$ cat src/rtl/btn_cmd_conditioner.sv
// btn_cmd_conditioner: turns four raw, bouncing pushbuttons into one-clock
// command pulses for the calculator control FSM.
//   btn_lane            - per-button 2-flop synchronizer + debouncer
//   btn_cmd_conditioner - lane array + chord FSM (or edge detector)
// Build option: BTN_CHORD_EN
//   defined   - buttons held together form a chord, emitted once on full release
//   undefined - each debounced rising edge pulses immediately, releases are silent

module btn_lane #(
  parameter int DEBOUNCE_CYCLES = 1000000,
  parameter int CNT_W           = 20
) (
  input  logic clk,
  input  logic rst_n,
  input  logic raw,
  output logic held
);
  localparam logic [CNT_W-1:0] CNT_LAST = CNT_W'(DEBOUNCE_CYCLES - 1);

  logic [1:0]       sync_pipe;
  logic [CNT_W-1:0] cnt;
  logic             sync;

  assign sync = sync_pipe[1];

  // two-flop synchronizer for the asynchronous button level
  always_ff @(posedge clk or negedge rst_n) begin
    if (!rst_n) sync_pipe <= '0;
    else        sync_pipe <= {sync_pipe[0], raw};
  end

  // accept a new level only after DEBOUNCE_CYCLES consecutive mismatched samples
  always_ff @(posedge clk or negedge rst_n) begin
    if (!rst_n) begin
      cnt  <= '0;
      held <= 1'b0;
    end else if (sync == held) begin
      cnt <= '0;
    end else if (cnt == CNT_LAST) begin
      held <= ~held;
      cnt  <= '0;
    end else begin
      cnt <= cnt + CNT_W'(1);
    end
  end
endmodule

module btn_cmd_conditioner #(
  parameter int DEBOUNCE_CYCLES = 1000000,
  parameter int CNT_W           = 20
) (
  input  logic       clk,
  input  logic       rst_n,
  input  logic [3:0] btns_raw,
  output logic [3:0] btns,
  output logic [3:0] held,
  output logic       busy
);
  localparam int NUM_LANES = 4;

  btn_lane #(
    .DEBOUNCE_CYCLES(DEBOUNCE_CYCLES),
    .CNT_W          (CNT_W)
  ) u_lane [NUM_LANES-1:0] (
    .clk  (clk),
    .rst_n(rst_n),
    .raw  (btns_raw),
    .held (held)
  );

`ifdef BTN_CHORD_EN
  typedef enum logic [1:0] {IDLE, COLLECT, EMIT} state_t;

  state_t               state, state_nxt;
  logic [NUM_LANES-1:0] chord, chord_nxt, btns_nxt;

  // chord FSM: accumulate every button seen while any is held, emit on full release
  always_comb begin
    state_nxt = state;
    chord_nxt = chord;
    btns_nxt  = '0;
    case (state)
      IDLE: begin
        chord_nxt = '0;
        if (held != '0) begin
          state_nxt = COLLECT;
          chord_nxt = held;
        end
      end
      COLLECT: begin
        chord_nxt = chord | held;
        if (held == '0) begin
          state_nxt = EMIT;
          btns_nxt  = chord;   // registered, so it is visible during EMIT
        end
      end
      EMIT: begin
        state_nxt = IDLE;
        chord_nxt = '0;
      end
      default: begin
        state_nxt = IDLE;
        chord_nxt = '0;
      end
    endcase
  end

  // FSM state, chord and registered outputs
  always_ff @(posedge clk or negedge rst_n) begin
    if (!rst_n) begin
      state <= IDLE;
      chord <= '0;
      btns  <= '0;
      busy  <= 1'b0;
    end else begin
      state <= state_nxt;
      chord <= chord_nxt;
      btns  <= btns_nxt;
      busy  <= (state_nxt == COLLECT);
    end
  end
`else
  logic [NUM_LANES-1:0] held_q;

  assign busy = 1'b0;

  // pulse each newly pressed button for one clock; releases are ignored
  always_ff @(posedge clk or negedge rst_n) begin
    if (!rst_n) begin
      held_q <= '0;
      btns   <= '0;
    end else begin
      held_q <= held;
      btns   <= held & ~held_q;
    end
  end
`endif
endmodule
$ cat config.mk
export PLATFORM = sky130hd
export DESIGN_NAME = btn_cmd_conditioner
export DESIGN_NICKNAME = d
export VERILOG_FILES = /design/src/rtl/btn_cmd_conditioner.sv
export SDC_FILE = /design/constraint.sdc
export NUM_CORES = 1
export LEC_CHECK = 0
export CORE_UTILIZATION = 52
export CTS_BUF_LIST = sky130_fd_sc_hd__clkbuf_8
export DETAILED_ROUTE_END_ITERATION = 6
export HOLD_SLACK_MARGIN = 0.1
export PLACE_DENSITY = 0.67
export SYNTH_ARGS = -nofsm -noshare
export SYNTH_HDL_FRONTEND = slang
export SYNTH_SLANG_ARGS = --single-unit
export TNS_END_PERCENT = 50
$ cat constraint.sdc
create_clock -name clk -period 2.9 [get_ports clk]
set_clock_uncertainty 0.2 [all_clocks]
set_input_delay 0.29 -clock clk [delete_from_list [all_inputs] [get_ports clk]]
set_output_delay 0.29 -clock clk [all_outputs]
set_load 0.02 [all_outputs]
== Yosys cells after proc, flatten, opt, wreduce, memory -nomap -nowiden ==
Cells that the tools add are included.
Storage, ports and cells
  input port bits: 6
  register bits after elaboration: 100
  output and inout bits: 9
  word-level logic and storage cells: 48
Cells by class
  reduce and logical (&&, ||, !) cells: 4
  multiplexer cells: 8
  bitwise logic cells: 10
  add/sub/neg operators: 4
  eq/ne operators: 8
Operator list (number)
  2-to-1 mux 20 bit: 8
  adder 20 x 1 -> 20 bit, second input constant: 4
  == test 20 bit, second input constant: 4
  inverter 1 bit: 8
  AND reduction 2 bit: 4
  bitwise AND 4 bit: 1
  == test 1 bit: 4
  inverter 4 bit: 1

== Longest topological paths before layout ==
Gate-level depths: netlist of run 1.
  depth in word-level cells: 3
  mapped depth: 6
  depth with buffers taken out: 5

== By module ==
From an unflattened synthesis of run 1, not the netlist that was laid out.
Second synthesis, totals
  cells, all modules: 446
  area, all modules: 4725.8 sq um
Modules (own cells, without submodules)
  btn_lane: times used 4, area an instance 1114.8 sq um, cells each 108, sequential area each 575.6 sq um
  btn_cmd_conditioner: times used 1, area an instance 266.5 sq um, cells each 14, sequential area each 200.2 sq um

== Worst setup path after synthesis of run 1 ==
Ideal clock, no wire load.
  path type: register to register
  start: reg u_lane[2].cnt[0]
  end: reg u_lane[2].cnt[18]
  period minus slack after synthesis: 2.181 ns
  cell stages (with the launch flop): 7
  slack: 0.719 ns
  required time: 2.627 ns
  data arrival time: 1.908 ns
  library setup time: 0.073 ns
  path through: dfrtp_1 ha_1 nand2_1 or4_1 buf_2 or4_4 a21oi_2
Between the ends
  cells in the longest elaborated chain, start to end: 3
RTL lines
  start, declared: line 21  | logic [CNT_W-1:0] cnt;
  start signal, assigned: line 43  | cnt <= cnt + CNT_W'(1);
  adder 20 x 1 -> 20 bit / == test 20 bit (equally long branches): line 43, 39
  2-to-1 mux 20 bit *: line 39  | end else if (cnt == CNT_LAST) begin
  2-to-1 mux 20 bit *: line 37  | end else if (sync == held) begin
Every way passes the cells marked *; elsewhere a longest branch is shown, timed or not.
A chain may end at the register's enable or synchronous reset.

== Worst setup path after layout of run 1 ==
Ends and elaborated chain as after synthesis.

==> flow_summary.json, run 1 <==
{
  "setup_viol": 0,
  "crit_fanout": 8,
  "cp.arrival_ns": 2.48,
  "tns_ns": 0,
  "yosysUniqueCellTypes": 39,
  "grt_first_pass_wirelength_um": 14470,
  "drcViolationCount": 0,
  "cts_buffer_depth": 2,
  "cts_max_level": 3,
  "worstPathRequired_ns": 2.99,
  "fin_cells": 590,
  "hold_class": "flop to flop",
  "worstReg2RegStart": "u_lane[2].cnt[0]",
  "drt_iter0_markers": 79,
  "synth.area.top_cells": "dfrtp_1 (54%), xnor2_1 (5.1%), nor2_1 (4.7%)",
  "numPortBuffers": 13,
  "synthCells": 463,
  "power_density_nw_per_um2": 468.9,
  "start_util_pct": 53.63,
  "antenna_left": 0,
  "synth_warnings": 0,
  "yosysMostFrequentCell": "dfrtp_1",
  "place.detailed.hpwl_um": 5700,
  "cts_setup_buffers": 0,
  "tightest_slew_ns": 0.6085,
  "run_status": "finished, final reports clean",
  "antenna_found_initial": 0,
  "dieArea_um2": 9377,
  "firstDrtPassIters": 5,
  "timing.rr.end": "u_lane[2].cnt[18]",
  "worstSetupEndpointType": "flop",
  "rsz0062_at_grt": "false",
  "start_kind": "flop",
  "num_rows": 34,
  "drt_wl_total_um": 8337,
  "ys.flop_type": "dfrtp_1",
  "ir_drop_v": 0.0002404,
  "slew_viol_final": 0,
  "num-fill-cells": 763,
  "synth_fp_nets": 473,
  "ios": 15,
  "cts_tree": "done",
  "synth_top_cell_by_area": "dfrtp_1",
  "grt_max_degree": 54,
  "grt_usage_pct": 18.83,
  "synthTopCellsByCount": "dfrtp_1 (100), nor2_1 (58), nand3_1 (35)",
  "die_h_um": 96.84,
  "criticalPathCategory": "flop to flop",
  "drt-vias-per-instance": 5.637,
  "gp_congestion": 0.8222,
  "hp-start": "u_lane[3].sync_pipe[0]",
  "finalCritPeriodShare_pct": 82.49,
  "cts.sink_count": 100,
  "cts_resized": 0,
  "max-cap-violations": 0,
  "yosysSeqAreaShare_pct": 53.50,
  "die_w_um": 96.84,
  "nets": 489,
  "synth_top_area_share_pct": 53.50,
  "wl_per_cell_um": 14.13,
  "holdPathStages": 0,
  "rrSetupSlack_ns": 0.51,
  "relSlewSlack_pct": 59.06,
  "leakage_nw": 2.080,
  "grt_pass1_vias": 3148,
  "reg2reg_depth": 5,
  "final_layout_size_suffix_gt1_share_pct": 7.469,
  "vias": 3326,
  "synth-seq-cells": 100,
  "overflow": 0,
  "path_clk_slew_ns": 0.09,
  "power_mw": 2.399,
  "period_minus_slack_ns": 2.392,
  "synth_area_per_cell_um2": 10.10,
  "numCtsBuffers": 9,
  "synth_edf_count": 0,
  "clk_latency_ns": 0.36,
  "hold_viol": 0,
  "max_freq_ghz": 0.4180,
  "area_growth_pct": 9.390,
  "cts-root-buf": "clkbuf_8",
  "fp.coreArea_um2": 8721,
  "diodes": 0,
  "dp.cells": 575,
  "holdPathEnd": "u_lane[3].sync_pipe[1]",
  "synth_area_um2": 4677,
  "async_reset_ff_share_pct": 100.0
}
final cells by class:
class / instances / area (um^2) / share of cell area (%)
clock buffer: 11 / 151.4 / 2.959
sequential: 100 / 2502 / 48.91
clock inverter: 3 / 38.79 / 0.7581
inverter: 15 / 56.30 / 1.101
timing repair buffer: 20 / 195.2 / 3.815
tap: 108 / 135.1 / 2.641
multi-input combinational: 333 / 2037 / 39.81
power breakdown:
group	leakage [nW]	switching (mW)	internal [mW]	total [mW]
Clock	0.102	0.446	0.433	0.879
Sequential	1.37	0.0191	1.41	1.43
Combinational	0.609	0.0593	0.0291	0.0884
what timing repair did:
| item | 4_1_cts | 5_1_grt |
|---|---|---|
| hold endpoints to repair | 47 | 0 |
| hold buffers | 1 | 0 |
| setup endpoints to repair | 0 | 0 |
worst max path at each step:
stage	from	slack (ns)	end
CTS	u_lane[2].cnt[0]	0.51	u_lane[2].cnt[14]
global route	u_lane[2].cnt[15]	0.40	u_lane[2].cnt[7]
finish	u_lane[2].cnt[0]	0.51	u_lane[2].cnt[18]
global placement	u_lane[2].cnt[15]	0.58	u_lane[2].cnt[4]
detailed placement	u_lane[2].cnt[15]	0.54	u_lane[2].cnt[7]
floorplan	u_lane[2].cnt[0]	0.72	u_lane[2].cnt[18]
per-layer routing:
layer,GRT usage [%],wire length (um),vias to the layer above
li1,-,-,1653
met1,26.08,4115,1632
met2,29.58,3923,31
met3,3.757,178,10
met4,6.659,120,0
met5,0,0,-
per-stage QoR:
stage	hold slack (ns)	cell area [um^2]	util [%]	setup WS, ns
after floorplan	-0.2056	4677	-	0.7189
after global placement	0.1344	4916	56.37	0.5846
after detailed placement	0.1355	4916	56.37	0.5372
after CTS	0.1472	5116	58.67	0.5104
after global routing	0.1573	5116	58.67	0.4011
final	0.1543	5116	58.67	0.5078
layout by cell type (no fill, tap or decap), types with 10 or more instances in the layout:
cell type        synthesis  final
xor2_1                  23     23
nor3_1                  10     10
or3_1                   16     16
nand4_1                 12     12
o21ai_0                 18     18
clkbuf_8                 0     11
nand3_1                 35     35
nand2_1                 24     24
dfrtp_1                100    100
nor4_1                  13     13
inv_1                   15     16
a21oi_1                 24     24
nor2_1                  58     58
clkdlybuf4s50_1          0     12
xnor2_1                 27     27
or4_1                   11     11
worst max-delay path, stage by stage (launching register included):
cell and delay, ns:
dfrtp_1 0.43, ha_1 0.25, nand2_1 0.11, or4_1 0.67, or4_4 0.53, a21oi_2 0.14
flip-flops by register name, indices dropped and copies added, names as in the netlist:
name,cells
u_lane.cnt,80
btns,4
u_lane.sync_pipe,8
held_q,4
u_lane.held,4
cell families after synthesis:
kind of cell,share of synthesized area (%)
AO/OA/AOI/OAI,6.528
XOR/XNOR,9.363
adder cells (fa/ha/maj),1.070
buffers and inverters,3.050
flip-flops,53.50
multiplexers,1.391
other,0.08018
AND/OR/NAND/NOR,25.01
No activity file was read; power rests on OpenSTA's default activity.
==> run 2: changes to the inputs <==
- PLACE_DENSITY: 0.67 -> 0.7
- clock period: 2.9 -> 2.14 ns (I/O delays scaled with it)
==> run 2 against run 1 <==
Effect of this change:
- the flow now finishes with violations (negative setup slack)
- combinational power up 63%
- sequential power grew 36%
- sequential share of layout area fell by 2.7 points
- total power increased by 34%
- critical path type unchanged
- largest power group unchanged
==> flow_summary.json, run 2 (synthesis results as in run 1) <==
{
  "numPortBuffers": 13,
  "place.detailed.hpwl_um": 5805,
  "finalCritPeriodShare_pct": 101.8,
  "cts.sink_count": 100,
  "cts_tree": "done",
  "power_mw": 3.226,
  "drt_iter0_markers": 142,
  "post-route-worst-setup-slack_ns": -0.03927,
  "hold_viol": 0,
  "dieArea_um2": 9377,
  "grt_max_degree": 101,
  "final_common_cell": "dfrtp_1",
  "numCtsBuffers": 9,
  "drt-vias-per-instance": 5.560,
  "firstDrtPassIters": 4,
  "diodes": 0,
  "reg2reg_depth": 4,
  "grt_pass1_vias": 3495,
  "tightest_slew_ns": 0.5565,
  "max-cap-violations": 0,
  "wl_per_cell_um": 13.71,
  "cts_max_level": 3,
  "grt_first_pass_wirelength_um": 15590,
  "nets": 522,
  "dp.cells": 605,
  "worstPathRequired_ns": 2.17,
  "antenna_left": 0,
  "crit_fanout": 2,
  "reg_top3": "u_lane.cnt (80), u_lane.sync_pipe (8)",
  "holdPathStages": 1,
  "layout_common_cells": "dfrtp_1 (100), nor2_1 (57), nand3_1 (35), buf_4 (35), xnor2_1 (27)",
  "start_kind": "flop",
  "vias": 3475,
  "leakage_nw": 2.252,
  "rsz0062_at_grt": "true",
  "worstSetupEndpointType": "flop",
  "run_status": "finished, violations left",
  "relSlewSlack_pct": 62.90,
  "cp.arrival_ns": 2.21,
  "max_freq_ghz": 0.4589,
  "ios": 15,
  "drcViolationCount": 0,
  "drt_wl_total_um": 8567,
  "area_growth_pct": 15.81,
  "gp_congestion": 0.8520,
  "ir_drop_v": 0.0003331,
  "final_layout_size_suffix_gt1_share_pct": 14.51,
  "power_density_nw_per_um2": 595.6,
  "num_rows": 34,
  "fin_cells": 625,
  "die_h_um": 96.84,
  "clk_latency_ns": 0.35,
  "hold_slack_ns": 0.1421,
  "grt_usage_pct": 20.19,
  "regMostFlops": "u_lane.cnt",
  "hold_class": "primary input to flop",
  "cts-root-buf": "clkbuf_8",
  "fin_util_pct": 62.11,
  "slew_viol_final": 0,
  "cts_buffer_depth": 2,
  "path_clk_slew_ns": 0.09,
  "tns_ns": -0.3287,
  "start_util_pct": 53.63,
  "violations": "negative setup slack",
  "setup_viol": 20,
  "overflow": 0,
  "antenna_found_initial": 0,
  "period_minus_slack_ns": 2.179,
  "cts_setup_buffers": 0,
  "fp.coreArea_um2": 8721,
  "die_w_um": 96.84,
  "largest_reg_flops": 80,
  "criticalPathCategory": "flop to flop"
}
## run 2: repair_timing
| action | 4_1_cts | 5_1_grt |
|---|---|---|
| hold buffers | 4 | 0 |
| gates resized for setup | 5 | 4 |
| gates cloned | 0 | 0 |
| hold endpoints to repair | 103 | 0 |
| pin swaps | 0 | 2 |
| endpoints found under the setup margin | 8 | 27 |
## run 2: report_power, final
part	internal [mW]	switching [mW]
Combinational	0.0561	0.0881
Clock	0.527	0.619
Sequential	1.91	0.0220
## run 2: area by class of cell
type                       instances  area [um^2]
multi-input combinational        333         2076
tap                              108        135.1
inverter                          15        56.30
timing repair buffer              53        462.9
fill                             700         3304
sequential                       100         2502
clock inverter                     7        60.06
clock buffer                       9        123.9
## run 2: routing by layer
metal	wire [um]	up-vias	GRT usage [%]
li1	-	1726	-
met1	3980	1687	25.82
met2	4265	55	34.07
met3	253	7	4.335
met4	68	0	6.774
met5	0	-	0
## run 2: final timing paths
| check | startpoint | endpoint | slack [ns] |
|---|---|---|---|
| setup / recovery | u_lane[2].cnt[15] | u_lane[2].held | -0.04 |
| hold / removal | btns_raw[0] | u_lane[0].sync_pipe[0] | 0.14 |
| setup reg to reg | u_lane[2].cnt[15] | u_lane[2].held | -0.04 |
| hold reg to reg | u_lane[0].sync_pipe[0] | u_lane[0].sync_pipe[1] | 0.16 |
| max in group asynchronous | rst_n | u_lane[2].cnt[17] | 1.05 |
| min in group asynchronous | rst_n | u_lane[0].cnt[16] | 0.22 |
## run 2: worst max-delay path: stages, from the launching register on
cell and delay (ns):
dfrtp_1 0.39, or4b_1 0.51, or4_4 0.56, nor2_4 0.11, mux2_4 0.30
## run 2: through the flow
stage | cell area (um^2) | setup slack [ns]
after floorplan | 4679 | -0.03793
after global placement | 5156 | -0.02617
after detailed placement | 5156 | -0.04919
after CTS | 5398 | -0.04132
after global routing | 5416 | -0.1062
final | 5416 | -0.03927
==> run 3: changes to the inputs <==
- ABC_AREA: not set -> 1
==> run 3 against run 2 <==
Effect of this change:
- the run now ends clean
- first-iteration DRC count grew 20%
- utilization shrank 3.6 points
- sequential cell count is the same
- setup slack gained 0.28 ns
- die area grew 11%
- critical endpoint is now held[3]
- synthesized cell count grew 40%
- cell area grew 5.2%
- clock power is essentially flat
- combinational power shrank 6%
- critical path type is now flop to primary output
- count of clock-buffer cells in the layout grew 1
- non-clock buffer count shrank 32
- maximum frequency grew 15%
==> flow_summary.json, run 3 <==
{
  "dieArea_um2": 10370,
  "synth_area_um2": 5182,
  "cts_setup_buffers": 0,
  "synth_area_per_cell_um2": 8.022,
  "drt_iter0_markers": 170,
  "path_clk_slew_ns": 0.10,
  "yosysSeqAreaShare_pct": 48.29,
  "synth.area.top_cells": "dfrtp_1 (48%), nor2_1 (13%), nand2_1 (7.5%)",
  "leakage_nw": 2.449,
  "cts-root-buf": "clkbuf_8",
  "ys.flop_type": "dfrtp_1",
  "ios": 15,
  "reg2reg_depth": 6,
  "numCtsBuffers": 9,
  "numPortBuffers": 13,
  "cts_resized": 0,
  "slew_viol_final": 0,
  "relSlewSlack_pct": 55.32,
  "finalCritPeriodShare_pct": 88.92,
  "area_growth_pct": 9.923,
  "dp.cells": 786,
  "overflow": 0,
  "grt_first_pass_wirelength_um": 17590,
  "fp.coreArea_um2": 9729,
  "setup_viol": 0,
  "synth_warnings": 0,
  "synth_edf_count": 0,
  "firstDrtPassIters": 4,
  "layout_common_cells": "nor2_1 (176), nand2_1 (103), dfrtp_1 (100)",
  "cts_tree": "done",
  "reg_top3": "u_lane.cnt (80), u_lane.sync_pipe (8)",
  "place.detailed.hpwl_um": 7473,
  "synth-seq-cells": 100,
  "holdPathStages": 0,
  "cp.arrival_ns": 1.49,
  "drt-vias-per-instance": 5.043,
  "gp_congestion": 0.9361,
  "regArea_um2": 2502,
  "fin_util_pct": 58.55,
  "path_depth": 1,
  "hold_class": "flop to flop",
  "power_density_nw_per_um2": 563.6,
  "cts_buffer_depth": 2,
  "crit_chain": "clkdlybuf4s50_1",
  "die_h_um": 101.8,
  "tightest_slew_ns": 0.6679,
  "hold_viol": 0,
  "max_freq_ghz": 0.5255,
  "synth_top_cell_by_area": "dfrtp_1",
  "grt_pass1_vias": 3849,
  "grt_usage_pct": 21.91,
  "placed_cell_area_um2": 5451,
  "start_kind": "flop",
  "drt_wl_total_um": 10080,
  "yosysMostFrequentCell": "nor2_1",
  "wl_per_cell_um": 12.48,
  "grt_max_degree": 58,
  "start_util_pct": 53.27,
  "multi_input_area_um2": 2402,
  "synth_top_area_share_pct": 48.29,
  "diodes": 0,
  "worstSetupEndpointType": "primary output",
  "antenna_found_initial": 0,
  "num_rows": 36,
  "slowest_delay_ns": 0.64,
  "vias": 4075,
  "final_common_cell": "nor2_1",
  "yosysUniqueCellTypes": 30,
  "cts.sink_count": 100,
  "run_status": "finished, final reports clean",
  "ir_drop_v": 0.0005198,
  "antenna_left": 0,
  "tns_ns": 0,
  "clk_latency_ns": 0.37,
  "final_area_um2": 5697,
  "criticalPathCategory": "flop to primary output",
  "regMostFlops": "u_lane.cnt",
  "max-cap-violations": 0,
  "drcViolationCount": 0,
  "period_minus_slack_ns": 1.903,
  "crit_fanout": 4,
  "synthCells": 646,
  "num-fill-cells": 889,
  "largest_reg_flops": 80,
  "synthTopCellsByCount": "nor2_1 (176), nand2_1 (103), dfrtp_1 (100)",
  "rsz0062_at_grt": "false",
  "nets": 680,
  "crit_buf_inv": 1,
  "die_w_um": 101.8,
  "async_reset_ff_share_pct": 100.0,
  "slowest_stage": "clkdlybuf4s50_1",
  "cpLargestDelayFamily": "buffers and inverters",
  "worstPathRequired_ns": 1.73,
  "synth_fp_nets": 656,
  "fin_cells": 808,
  "final_layout_size_suffix_gt1_share_pct": 8.000,
  "cts_max_level": 3
}
==> run 3: logic make-up after synthesis <==
group / count (synthesis) / synth area share, %
DFF: 100 / 48.29
xor gates and xnor gates: 47 / 8.233
adders and majority gates: 4 / 0.9658
buffers and inverters: 68 / 5.360
and+or+nand+nor: 407 / 35.18
AOI/OAI and AO/OA: 19 / 1.907
other: 1 / 0.07236
==> run 3: final cells by class <==
class | instances | area share, %
repair buffers | 21 | 3.778
clock inverters | 6 | 0.8346
multi-input cells | 478 | 42.17
clock buffers | 10 | 2.416
inverters | 60 | 3.953
flip-flops and latches | 100 | 43.93
well taps | 133 | 2.921
==> run 3: worst paths after layout <==
check	start	slack [ns]	endpoint
setup reg to reg	u_lane[3].cnt[0]	0.40	u_lane[3].cnt[3]
hold / removal	u_lane[0].sync_pipe[0]	0.16	u_lane[0].sync_pipe[1]
setup / recovery	u_lane[3].held	0.24	held[3]
max in group asynchronous	rst_n	0.50	u_lane[1].cnt[14]
hold reg to reg	u_lane[0].sync_pipe[0]	0.16	u_lane[0].sync_pipe[1]
min in group asynchronous	rst_n	0.21	u_lane[3].cnt[13]
==> run 3: per-layer routing <==
layer | track usage (%) | up-vias | part of all wire, %
li1 | - | 2081 | -
met1 | 30.45 | 1892 | 49
met2 | 34.04 | 89 | 45
met3 | 5.746 | 13 | 4.2
met4 | 6.374 | 0 | 1.2
met5 | 0 | - | 0
==> run 3: repair_timing <==
action / in CTS / in global routing
endpoints found under the setup margin: 0 / 0
endpoints found under the hold margin: 104 / 0
hold buffers: 6 / 0
==> run 3: per-stage QoR <==
step | hold slack, ns | setup WS [ns] | total power, mW
2_1_floorplan | -0.2816 | 0.5978 | 2.032
4_1_cts | 0.1636 | 0.2156 | 3.263
6_report | 0.1594 | 0.2371 | 3.211
3_3_place_gp | -0.1036 | 0.4842 | 2.095
5_1_grt | 0.1662 | 0.1762 | 3.348
3_5_place_dp | -0.1028 | 0.4131 | 2.101
==> run 3: power breakdown <==
group | switching [mW] | internal [mW]
logic | 0.0887 | 0.0462
registers | 0.0190 | 1.91
clock network | 0.678 | 0.465
total | 0.786 | 2.42
